File: config.mk
export PLATFORM = sky130hd
export DESIGN_NAME = sync_fifo_stat
export DESIGN_NICKNAME = d
export VERILOG_FILES = /design/src/rtl/fifo_pkg.sv /design/src/rtl/sync_fifo_mem.sv /design/src/rtl/sync_fifo_stat.sv
export SDC_FILE = /design/constraint.sdc
export NUM_CORES = 1
export LEC_CHECK = 0
export CORE_AREA = 2 2 75 85
export DETAILED_ROUTE_END_ITERATION = 12
export DIE_AREA = 0 0 77 87
export HOLD_SLACK_MARGIN = 0.12
export PLACE_DENSITY = 0.77
export SKIP_LAST_GASP = 1
export SYNTH_ARGS = -nofsm -noshare
export SYNTH_HDL_FRONTEND = slang
export SYNTH_SLANG_ARGS = --single-unit
File: constraint.sdc
create_clock -name clk_i -period 3.8 [get_ports clk_i]
set_input_delay 0.38 -clock clk_i [delete_from_list [all_inputs] [get_ports clk_i]]
set_output_delay 0.38 -clock clk_i [all_outputs]
set_load 0.05 [all_outputs]
File: src/rtl/fifo_pkg.sv
// Shared defaults and the pointer-width helper for the synchronous status FIFO.
package fifo_pkg;
    localparam int DEF_DATA_WIDTH = 8;
    localparam int DEF_DEPTH      = 8;

    // One extra MSB beyond the address bits distinguishes full from empty.
    function automatic int ptr_w(input int depth);
        return $clog2(depth) + 1;
    endfunction
endpackage

File: src/rtl/sync_fifo_mem.sv
// DEPTH x DATA_WIDTH storage: registered write port, asynchronous read port.
module sync_fifo_mem
    import fifo_pkg::*;
#(
    parameter int DATA_WIDTH = DEF_DATA_WIDTH,
    parameter int DEPTH      = DEF_DEPTH,
    parameter int AW         = $clog2(DEPTH)
) (
    input  logic                  clk_i,
    input  logic                  we_i,
    input  logic [AW-1:0]         waddr_i,
    input  logic [DATA_WIDTH-1:0] wdata_i,
    input  logic [AW-1:0]         raddr_i,
    output logic [DATA_WIDTH-1:0] rdata_o
);
    logic [DATA_WIDTH-1:0] mem_q [DEPTH];

    always_ff @(posedge clk_i) begin
        if (we_i) begin
            mem_q[waddr_i] <= wdata_i;
        end
    end

    assign rdata_o = mem_q[raddr_i];
endmodule

File: src/rtl/sync_fifo_stat.sv
// Synchronous FIFO with occupancy count, almost-full/empty flags and optional
// sticky overflow/underflow flags (enabled by defining SYNC_FIFO_ERR_EN).
module sync_fifo_stat
    import fifo_pkg::*;
#(
    parameter int DATA_WIDTH = DEF_DATA_WIDTH,
    parameter int DEPTH      = DEF_DEPTH,
    parameter int AF_LEVEL   = DEPTH - 2,
    parameter int AE_LEVEL   = 2,
    parameter int PW         = ptr_w(DEPTH)
) (
    input  logic                  clk_i,
    input  logic                  rst_i,
    input  logic                  w_inc_i,
    input  logic [DATA_WIDTH-1:0] wr_data_i,
    input  logic                  r_inc_i,
    input  logic                  clr_err_i,
    output logic [DATA_WIDTH-1:0] rd_data_o,
    output logic                  full_o,
    output logic                  empty_o,
    output logic                  almost_full_o,
    output logic                  almost_empty_o,
    output logic [PW-1:0]         count_o,
    output logic                  overflow_o,
    output logic                  underflow_o
);
    localparam int AW = PW - 1;
    localparam logic [PW-1:0] FULL_CNT = PW'(DEPTH);
    localparam logic [PW-1:0] AF_CNT   = PW'(AF_LEVEL);
    localparam logic [PW-1:0] AE_CNT   = PW'(AE_LEVEL);

    logic [PW-1:0] w_ptr_q, w_ptr_d;
    logic [PW-1:0] r_ptr_q, r_ptr_d;
    logic [PW-1:0] count;
    logic          push_ok, pop_ok;

    // Modular subtraction handles pointer wrap via the extra MSB.
    assign count          = w_ptr_q - r_ptr_q;
    assign count_o        = count;
    assign full_o         = (count == FULL_CNT);
    assign empty_o        = (count == '0);
    assign almost_full_o  = (count >= AF_CNT);
    assign almost_empty_o = (count <= AE_CNT);

    assign push_ok = w_inc_i && !full_o;
    assign pop_ok  = r_inc_i && !empty_o;

    always_comb begin
        w_ptr_d = w_ptr_q;
        r_ptr_d = r_ptr_q;
        if (push_ok) w_ptr_d = w_ptr_q + 1'b1;
        if (pop_ok)  r_ptr_d = r_ptr_q + 1'b1;
    end

    always_ff @(posedge clk_i) begin
        if (rst_i) begin
            w_ptr_q <= '0;
            r_ptr_q <= '0;
        end else begin
            w_ptr_q <= w_ptr_d;
            r_ptr_q <= r_ptr_d;
        end
    end

    sync_fifo_mem #(
        .DATA_WIDTH(DATA_WIDTH),
        .DEPTH     (DEPTH),
        .AW        (AW)
    ) u_mem (
        .clk_i  (clk_i),
        .we_i   (push_ok && !rst_i),
        .waddr_i(w_ptr_q[AW-1:0]),
        .wdata_i(wr_data_i),
        .raddr_i(r_ptr_q[AW-1:0]),
        .rdata_o(rd_data_o)
    );

`ifdef SYNC_FIFO_ERR_EN
    logic ovf_q, ovf_d;
    logic unf_q, unf_d;

    // A set event in the same cycle as a clear wins.
    always_comb begin
        ovf_d = ovf_q && !clr_err_i;
        unf_d = unf_q && !clr_err_i;
        if (w_inc_i && full_o)  ovf_d = 1'b1;
        if (r_inc_i && empty_o) unf_d = 1'b1;
    end

    always_ff @(posedge clk_i) begin
        if (rst_i) begin
            ovf_q <= 1'b0;
            unf_q <= 1'b0;
        end else begin
            ovf_q <= ovf_d;
            unf_q <= unf_d;
        end
    end

    assign overflow_o  = ovf_q;
    assign underflow_o = unf_q;
`else
    logic unused_clr_err;
    assign unused_clr_err = clr_err_i;
    assign overflow_o     = 1'b0;
    assign underflow_o    = 1'b0;
`endif
endmodule

# After elaboration in Yosys (flattened, before gate mapping)
# Memories as Yosys holds them, arrays and structs flattened. A register that Yosys moved wholly into a read port is not among the register bits.
# Index checks and enable logic that the tools add are counted.
[word_totals] register_bits=8 latch_bits=0 ramBits=64 mem_bits_ro=0 out_inout_bits=18 elab_cells=20 mem_count=1
[memory_table] name="u_mem.mem_q" depth=8 word_bits=8 read_ports=1 rd_ports_with_merged_regs=1 write_ports=1 line_no="sync_fifo_mem.sv:16" source="logic [DATA_WIDTH-1:0] mem_q [DEPTH];"
[classes] n_addsub=3 multipliers=0 div_mod_pow=0 order_cmp=2 n_eq_ne=1 n_shift=0 n_mux=4 n_bitwise=0 reduce_logical=7
[op_table] op="$add 4x1->4 const B" n=2
[op_table] op="$mux 3" n=2
[op_table] op="$eq 4x4->1 const B" n=1
[op_table] op="$ge 4x3->1 const B" n=1
[op_table] op="$le 4x2->1 const B" n=1
[op_table] op="$logic_not 4->1" n=1
[op_table] op="$sub 4x4->4" n=1
[op_table] op="$logic_and 1x1->1" n=3
[op_table] op="$logic_not 1->1" n=3
[op_table] op="$mux 1" n=2

# Logic depth before layout (Yosys ltp)
# Gate-level depths: netlist (run 1).
[depth] word_depth=7 ltp_mapped=9

# Modules after synthesis
# Synthesis (run 1) repeated with hierarchy kept, for this count alone.
[unflattened] hier_cells=179 area_unflattened_um2=3179.3
[by_module_without_submodules] module="sync_fifo_mem" n_inst=1 cells_each=106 area_each_um2=2531.2
[by_module_without_submodules] module="sync_fifo_stat" n_inst=1 cells_each=73 area_each_um2=648.1

# Worst setup path before layout (run 1)
# No wires, ideal clock.
[synth_path] path_type="register to register" start="reg w_ptr_q[0]" end="mem u_mem.mem_q[5][0] in the netlist's numbering (enable)" setup_time_ns=0.395 arrival_ns=3.414 slack_ns=-0.009 path_stages_with_launch=10 n_path_buf=0 cell_sequence="dfxtp_1 -> inv_1 -> ha_1 -> inv_1 -> fa_1 -> xor2_1 -> or3_1 -> a21oi_2 -> nand2b_4 -> nor4_1"
[synth_via] elab_chain_cells=7
[synth_rtl] element="start, declared" line_no="sync_fifo_stat.sv:32" source="logic [PW-1:0] w_ptr_q, w_ptr_d;"
[synth_rtl] element="start signal, assigned" line_no="sync_fifo_stat.sv:60" source="w_ptr_q <= w_ptr_d;"
[synth_rtl] element="$sub 4x4->4" line_no="sync_fifo_stat.sv:38" source="assign count = w_ptr_q - r_ptr_q;"
[synth_rtl] element="named net count_o[2]" line_no="sync_fifo_stat.sv:23" source="output logic [PW-1:0] count_o,"
[synth_rtl] element="$eq 4x4->1" line_no="sync_fifo_stat.sv:40" source="assign full_o = (count == FULL_CNT);"
[synth_rtl] element="named net full_o" line_no="sync_fifo_stat.sv:19" source="output logic full_o,"
[synth_rtl] element="$logic_not 1->1" line_no="sync_fifo_stat.sv:45" source="assign push_ok = w_inc_i && !full_o;"
[synth_rtl] element="$logic_and 1x1->1" line_no="sync_fifo_stat.sv:45"
[synth_rtl] element="$logic_and 1x1->1" line_no="sync_fifo_stat.sv:71" source=".we_i (push_ok && !rst_i),"
[synth_rtl] element="$mux 1" line_no="sync_fifo_mem.sv:19" source="if (we_i) begin"
[synth_rtl] element="$mux 1 (implied by the code)" line_no="sync_fifo_mem.sv:20" source="mem_q[waddr_i] <= wdata_i;"
[synth_rtl] element="end, declared" line_no="sync_fifo_mem.sv:16"
# The timed path passes the listed nets, and every way through them passes these cells.

# Worst setup path in the final report (run 1)
[layout_path] start="reg w_ptr_q[0]" end="out full_o"
[layout_via] elab_chain_cells=2
[layout_rtl] element="$sub 4x4->4" line_no="sync_fifo_stat.sv:38"
[layout_rtl] element="$eq 4x4->1" line_no="sync_fifo_stat.sv:40"
[layout_rtl] element="end, declared" line_no="sync_fifo_stat.sv:19"
# Every way passes these cells.

==> results of run 1 <==
[final cells by class]
type | count | area (um^2)
clock inverters | 4 | 20.0
multi-input cells | 92 | 991
fillers | 465 | 2200
repair buffers | 35 | 330
clock buffers | 10 | 128
well taps | 80 | 100
inverters | 6 | 22.5
flip-flops and latches | 75 | 2140
[per-stage QoR]
stage                     cell area [um^2]  power (mW)  cells
after floorplan                       3200        1.98    181
after global placement                3590        2.30    288
after detailed placement              3590        2.34    288
after CTS                             3730        2.83    302
after global routing                  3730        2.92    302
final                                 3730        2.80    302
[metal layers]
| metal | up-vias | global-route usage, % |
|---|---|---|
| met5 | - | 0 |
| li1 | 780 | - |
| met3 | 4 | 3.73 |
| met4 | 0 | 9.09 |
| met1 | 851 | 20.4 |
| met2 | 26 | 33.5 |
[cell usage after synthesis (2+ instances only)]
master | instances | area (um^2)
nor2_1 | 11 | 41.3
buf_2 | 2 | 10.0
edfxtp_1 | 64 | 1920
a21oi_1 | 2 | 10.0
buf_4 | 2 | 15.0
mux2i_1 | 4 | 40.0
mux2_2 | 8 | 90.1
or3_1 | 2 | 12.5
or2_2 | 2 | 12.5
mux4_2 | 16 | 360
inv_1 | 6 | 22.5
nand2b_1 | 4 | 25.0
nor4b_2 | 2 | 30.0
ha_1 | 5 | 62.6
a21o_1 | 2 | 15.0
xor2_1 | 4 | 35.0
nand2_1 | 2 | 7.51
dfxtp_1 | 11 | 220
nor4_1 | 4 | 25.0
clkbuf_1 | 2 | 7.51
nand4_1 | 2 | 12.5
nor3_1 | 4 | 20.0
mux2_1 | 2 | 22.5
[power breakdown]
part	internal (mW)	switching, mW	total (mW)
clock	0.224	0.254	0.478
sequential	0.950	0.0608	1.01
combinational	0.510	0.796	1.31
total	1.68	1.11	2.80
[flip-flops by register name, summed over array words and instances (netlist names), named ones only]
signal / count
r_ptr_q: 4
u_mem.mem_q: 64
w_ptr_q: 4
[cells by family after synthesis]
| logic type | count (synthesis) | share of synthesized area, % |
|---|---|---|
| XOR/XNOR | 5 | 1.37 |
| AND/OR/NAND/NOR | 40 | 7.81 |
| AO/OA/AOI/OAI | 9 | 2.75 |
| flip-flops | 75 | 67.2 |
| adder cells (fa/ha/maj) | 6 | 2.59 |
| other | 1 | 0.118 |
| multiplexers | 30 | 16.1 |
| buffers and inverters | 14 | 2.12 |
[how the worst min path moves through the flow]
stage | startpoint | endpoint | cells past startpoint
final | r_ptr_q[1] | flip-flop | 2
after global routing | r_ptr_q[1] | flip-flop | 2
after CTS | r_ptr_q[3] | r_ptr_q[3] | 2
after detailed placement | r_ptr_q[2] | flip-flop | 2
after global placement | r_ptr_q[2] | r_ptr_q[2] | 2
after floorplan | wr_data_i[0] | u_mem.mem_q[0][0] | 0
[worst max-delay path, delay by kind of cell (launching register included)]
| kind | cells | cell delay [ps] |
|---|---|---|
| buffers and inverters | 3 | 1000 |
| adder cells (fa/ha/maj) | 2 | 570 |
| AND/OR/NAND/NOR | 1 | 390 |
| flip-flops | 1 | 370 |
| AO/OA/AOI/OAI | 1 | 260 |
| XOR/XNOR | 1 | 220 |
==> impl_metrics.ini, run 1 <==
[logic_synthesis]
synth_cell_types = 40
synth_area_mm2 = 0.00319
synth_edf_count = 64
syn_avg_cell_area_um2 = 17.7
synth_flop_cell = edfxtp_1
yosysSeqAreaShare_pct = 67.2
ys_warn_count = 0
ys_ff_latch = 75
syn_inst = 180
async_flop_share_pct = 0

[timing]
setup_violations = 0
layout_min_cycle_time_ps = 3530
finalSetupTns_ps = 0
slew_headroom_pct = 48.2
fin_crit_sh_pct = 93.0
clock.fmax_mhz = 283
worstMarginPinSlew_ps = 775
finalHoldViolCount = 0
finClkSkew_ps = 3.62
slew_violations = 0
hold_ws_ps = 612
rsz0062_at_grt = false
fin_ws_ps = 268

[worst_setup_path]
crit_type = flip-flop to output pin
worstSetupStartpointType = flip-flop
r2r_end = u_mem.mem_q[6][4]
endpoint_kind = output pin
rr_startpoint = w_ptr_q[0]
cpMostUsedCell = inv_1
path_max_fanout = 7
critPathMaxStageDelay_ps = 860
r2r_slack_ps = 900
path_cells = inv_1 > ha_1 > inv_1 > fa_1 > xor2_2 > or3_1 > a21oi_2 > clkdlybuf4s50_1
worstPathRequired_ps = 3420
critical_path_arrival_ps = 3150
endpoint = full_o
r2r_cells = 9
cp-startpoint = w_ptr_q[0]
cpMaxStageDelayCell = clkdlybuf4s50_1

[min_path]
min_path_type = flip-flop to flip-flop

[detailed_routing]
met3_length_um = 132
drt_iter0_markers = 104
drc = 0
antenna_left = 0
totalWireLength_mm = 5.52
vias = 1661
post_drt_wl_per_cell_um = 18.3
route.met2.wl_mm = 3.07
routed_via_density = 5.50
first_pass_iters = 4
routed.top_layer = met4
met1_length_mm = 2.27

[outcome]
status = finished, final reports clean

[floorplanning]
placementRows = 30
fp.coreArea_mm2 = 0.00593
die_y_um = 87
io_pins = 31
die_x_um = 77
die_area_mm2 = 0.00670
initial_core_util_pct = 53.8

[clocking]
clockBufferDepth = 2
insertion_delay_ps = 330
cts_resized = 0
cts_tree = yes
clockRootBuffer = clkbuf_8
cts_buffers = 9
ctsHoldBuffers = 0
clk_pin_slew_ps = 70
cts_setup_buffers = 0
h-tree-depth = 3
clock_sinks = 75

[job]
cap_viol_max_count = 0

[finish]
mostFrequentLayoutCell = edfxtp_1
post-route-util_pct = 63.0
final_cell_mix = edfxtp_1, clkdlybuf4s50_1, mux4_2
area_delta_synth_final_pct = 17.1
antenna_cells = 0
drive_above_1_share_pct = 24.8
num-nets-final = 238

[global_route]
grt_use_total_pct = 18.3
grt_pass1_wl_mm = 8.85
grt_pass1_vias = 1780
antenna_found_initial = 0
grt_overflow = 0
grt_max_degree = 17

[place]
dpl.hpwl_mm = 3.67
io_buffers = 27
gp_congestion = 0.820
place_ws_ps = 616

[power]
p_leak_nw = 1.25
peakVddDrop_mv = 0.420
p_per_area_mw_per_mm2 = 749
No activity file was read; power rests on OpenSTA's default activity.
==> inputs of run 2 (changes only) <==
- CAP_MARGIN: not set -> 10
- CORE_AREA: 2 2 75 85 -> 2 2 79 88
- DIE_AREA: 0 0 77 87 -> 0 0 81 90
- HOLD_SLACK_MARGIN: 0.12 -> 0.06
- PLACE_DENSITY: 0.77 -> 0.74
- clock period: 3.8 -> 2.98 ns (I/O delays scaled with it)
==> run 2 against run 1 <==
Via count up 1.1%. Worst setup slack lost 17 ps. Register-to-register slack got worse by 530 ps. First-iteration DRC count down 37%. Die area increased by 8.8%. Non-clock buffer count is 11 higher. Critical endpoint is now count_o[2]. Sequential share of layout area is 2.6 points lower.
==> impl_metrics.ini, run 2 (same netlist as run 1, synthesis figures left out) <==
[outcome]
status = finished, final reports clean

[place]
dpl.hpwl_mm = 3.84
gp_congestion = 0.732
place_inst = 301
io_buffers = 27

[power]
peakVddDrop_mv = 1.35
p_sw_mw = 1.53
power_frac_comb_pct = 49.8
swShare_pct = 39.9
p_per_area_mw_per_mm2 = 978
fin_total_pwr_mw = 3.83
seq_power_share_pct = 33.1
p_leak_nw = 1.33
pwr-share-clk_pct = 17.1
p_int_mw = 2.30

[clocking]
cts_buffers = 9
clockRootBuffer = clkbuf_8
clock_sinks = 75
clockBufferDepth = 2
cts_tree = yes
h-tree-depth = 3
clk_pin_slew_ps = 70
insertion_delay_ps = 330

[finish]
largest_register_ffs = 64
antenna_cells = 0
final_cell_mix = edfxtp_1, buf_4, mux4_2
num-nets-final = 249
nFillCells = 507
largest-register = u_mem.mem_q
drive_above_1_share_pct = 37.9
area_delta_synth_final_pct = 22.6
area.sequential_mm2 = 0.00214
mostFrequentLayoutCell = edfxtp_1
instances_no_fill = 317
reg.largest.list = u_mem.mem_q x64, r_ptr_q x4, w_ptr_q x4
multiInputGateArea_mm2 = 0.00107

[worst_setup_path]
worstPathRequired_ps = 2680
endpoint_kind = output pin
worstSetupStartpointType = flip-flop
crit_type = flip-flop to output pin
critical_path_arrival_ps = 2430
path_max_fanout = 4

[floorplanning]
die_y_um = 90
die_x_um = 81
placementRows = 31
fp.coreArea_mm2 = 0.00644
io_pins = 31
initial_core_util_pct = 49.5
die_area_mm2 = 0.00729

[timing]
layout_min_cycle_time_ps = 2730
fin_crit_sh_pct = 91.6
rsz0062_at_grt = false
clock.fmax_mhz = 366
worstMarginPinSlew_ps = 792
slew_headroom_pct = 47.2
finClkSkew_ps = 6.11
finalHoldViolCount = 0
setup_violations = 0
slew_violations = 0

[global_route]
grt_max_degree = 17
grt_overflow = 0
antenna_found_initial = 0
grt_use_total_pct = 17.5
grt_pass1_wl_mm = 9.20
grt_pass1_vias = 1790

[detailed_routing]
first_pass_iters = 4
vias = 1679
drt_iter0_markers = 66
totalWireLength_mm = 5.59
routed_via_density = 5.30
antenna_left = 0
post_drt_wl_per_cell_um = 17.6
drc = 0

[job]
cap_viol_max_count = 0

[min_path]
min_path_type = flip-flop to flip-flop
[run 2: what timing repair did]
| item | in CTS | in global routing |
|---|---|---|
| resized for setup | 2 | 1 |
| endpoints found under the setup margin | 14 | 8 |
| hold buffers | 0 | 0 |
| buffers inserted | 0 | 0 |
[run 2: critical path: stages (launching register included)]
cell,delay [ps]
dfxtp_1,320
inv_1,70
ha_1,160
inv_1,60
fa_2,380
xor2_4,170
buf_4,140
clkdlybuf4s50_1,800
[run 2: worst paths after layout]
| path | start | end | slack (ps) | cells past startpoint |
|---|---|---|---|---|
| setup / recovery | w_ptr_q[0] | count_o[2] | 250 | 7 |
| hold / removal | r_ptr_q[1] | r_ptr_q[1] | 580 | 2 |
| setup reg to reg | w_ptr_q[0] | u_mem.mem_q[3][1] | 370 | 9 |
| hold reg to reg | r_ptr_q[1] | r_ptr_q[1] | 580 | 2 |
[run 2: area by class of cell]
cell class	count	area share (%)
inverter	6	0.576
clock inverter	6	1.06
tap	82	2.62
timing repair buffer	46	10.4
clock buffer	10	3.26
sequential	75	54.8
multi-input combinational	92	27.3
[run 2: layer usage]
layer | global-route usage [%] | vias up | wire length [um]
met2 | 28.7 | 42 | 2970
met4 | 5.08 | 0 | 40
met1 | 22.0 | 833 | 2340
met3 | 5.92 | 6 | 230
li1 | - | 798 | -
met5 | 0 | - | 0
[run 2: power by group through the flow]
stage	Clock, mW	Sequential (mW)	Combinational, mW
floorplan	0	1.27	1.32
global placement	0	1.29	1.88
detailed placement	0	1.29	1.91
CTS	0.672	1.27	1.93
global route	0.715	1.28	2.03
finish	0.653	1.27	1.91
[run 2: stage by stage]
step | setup TNS [ps] | hold WS (ps) | area, um^2 | util (%) | setup slack (ps)
3_3_place_gp | 0 | 566 | 3710 | 57.7 | 88.8
3_5_place_dp | -163 | 574 | 3710 | 57.7 | -21.0
6_report | 0 | 577 | 3910 | 60.7 | 250
5_1_grt | 0 | 628 | 3910 | 60.7 | 124
2_1_floorplan | -573 | 397 | 3250 | - | -35.8
4_1_cts | -79.9 | 591 | 3900 | 60.6 | -13.8
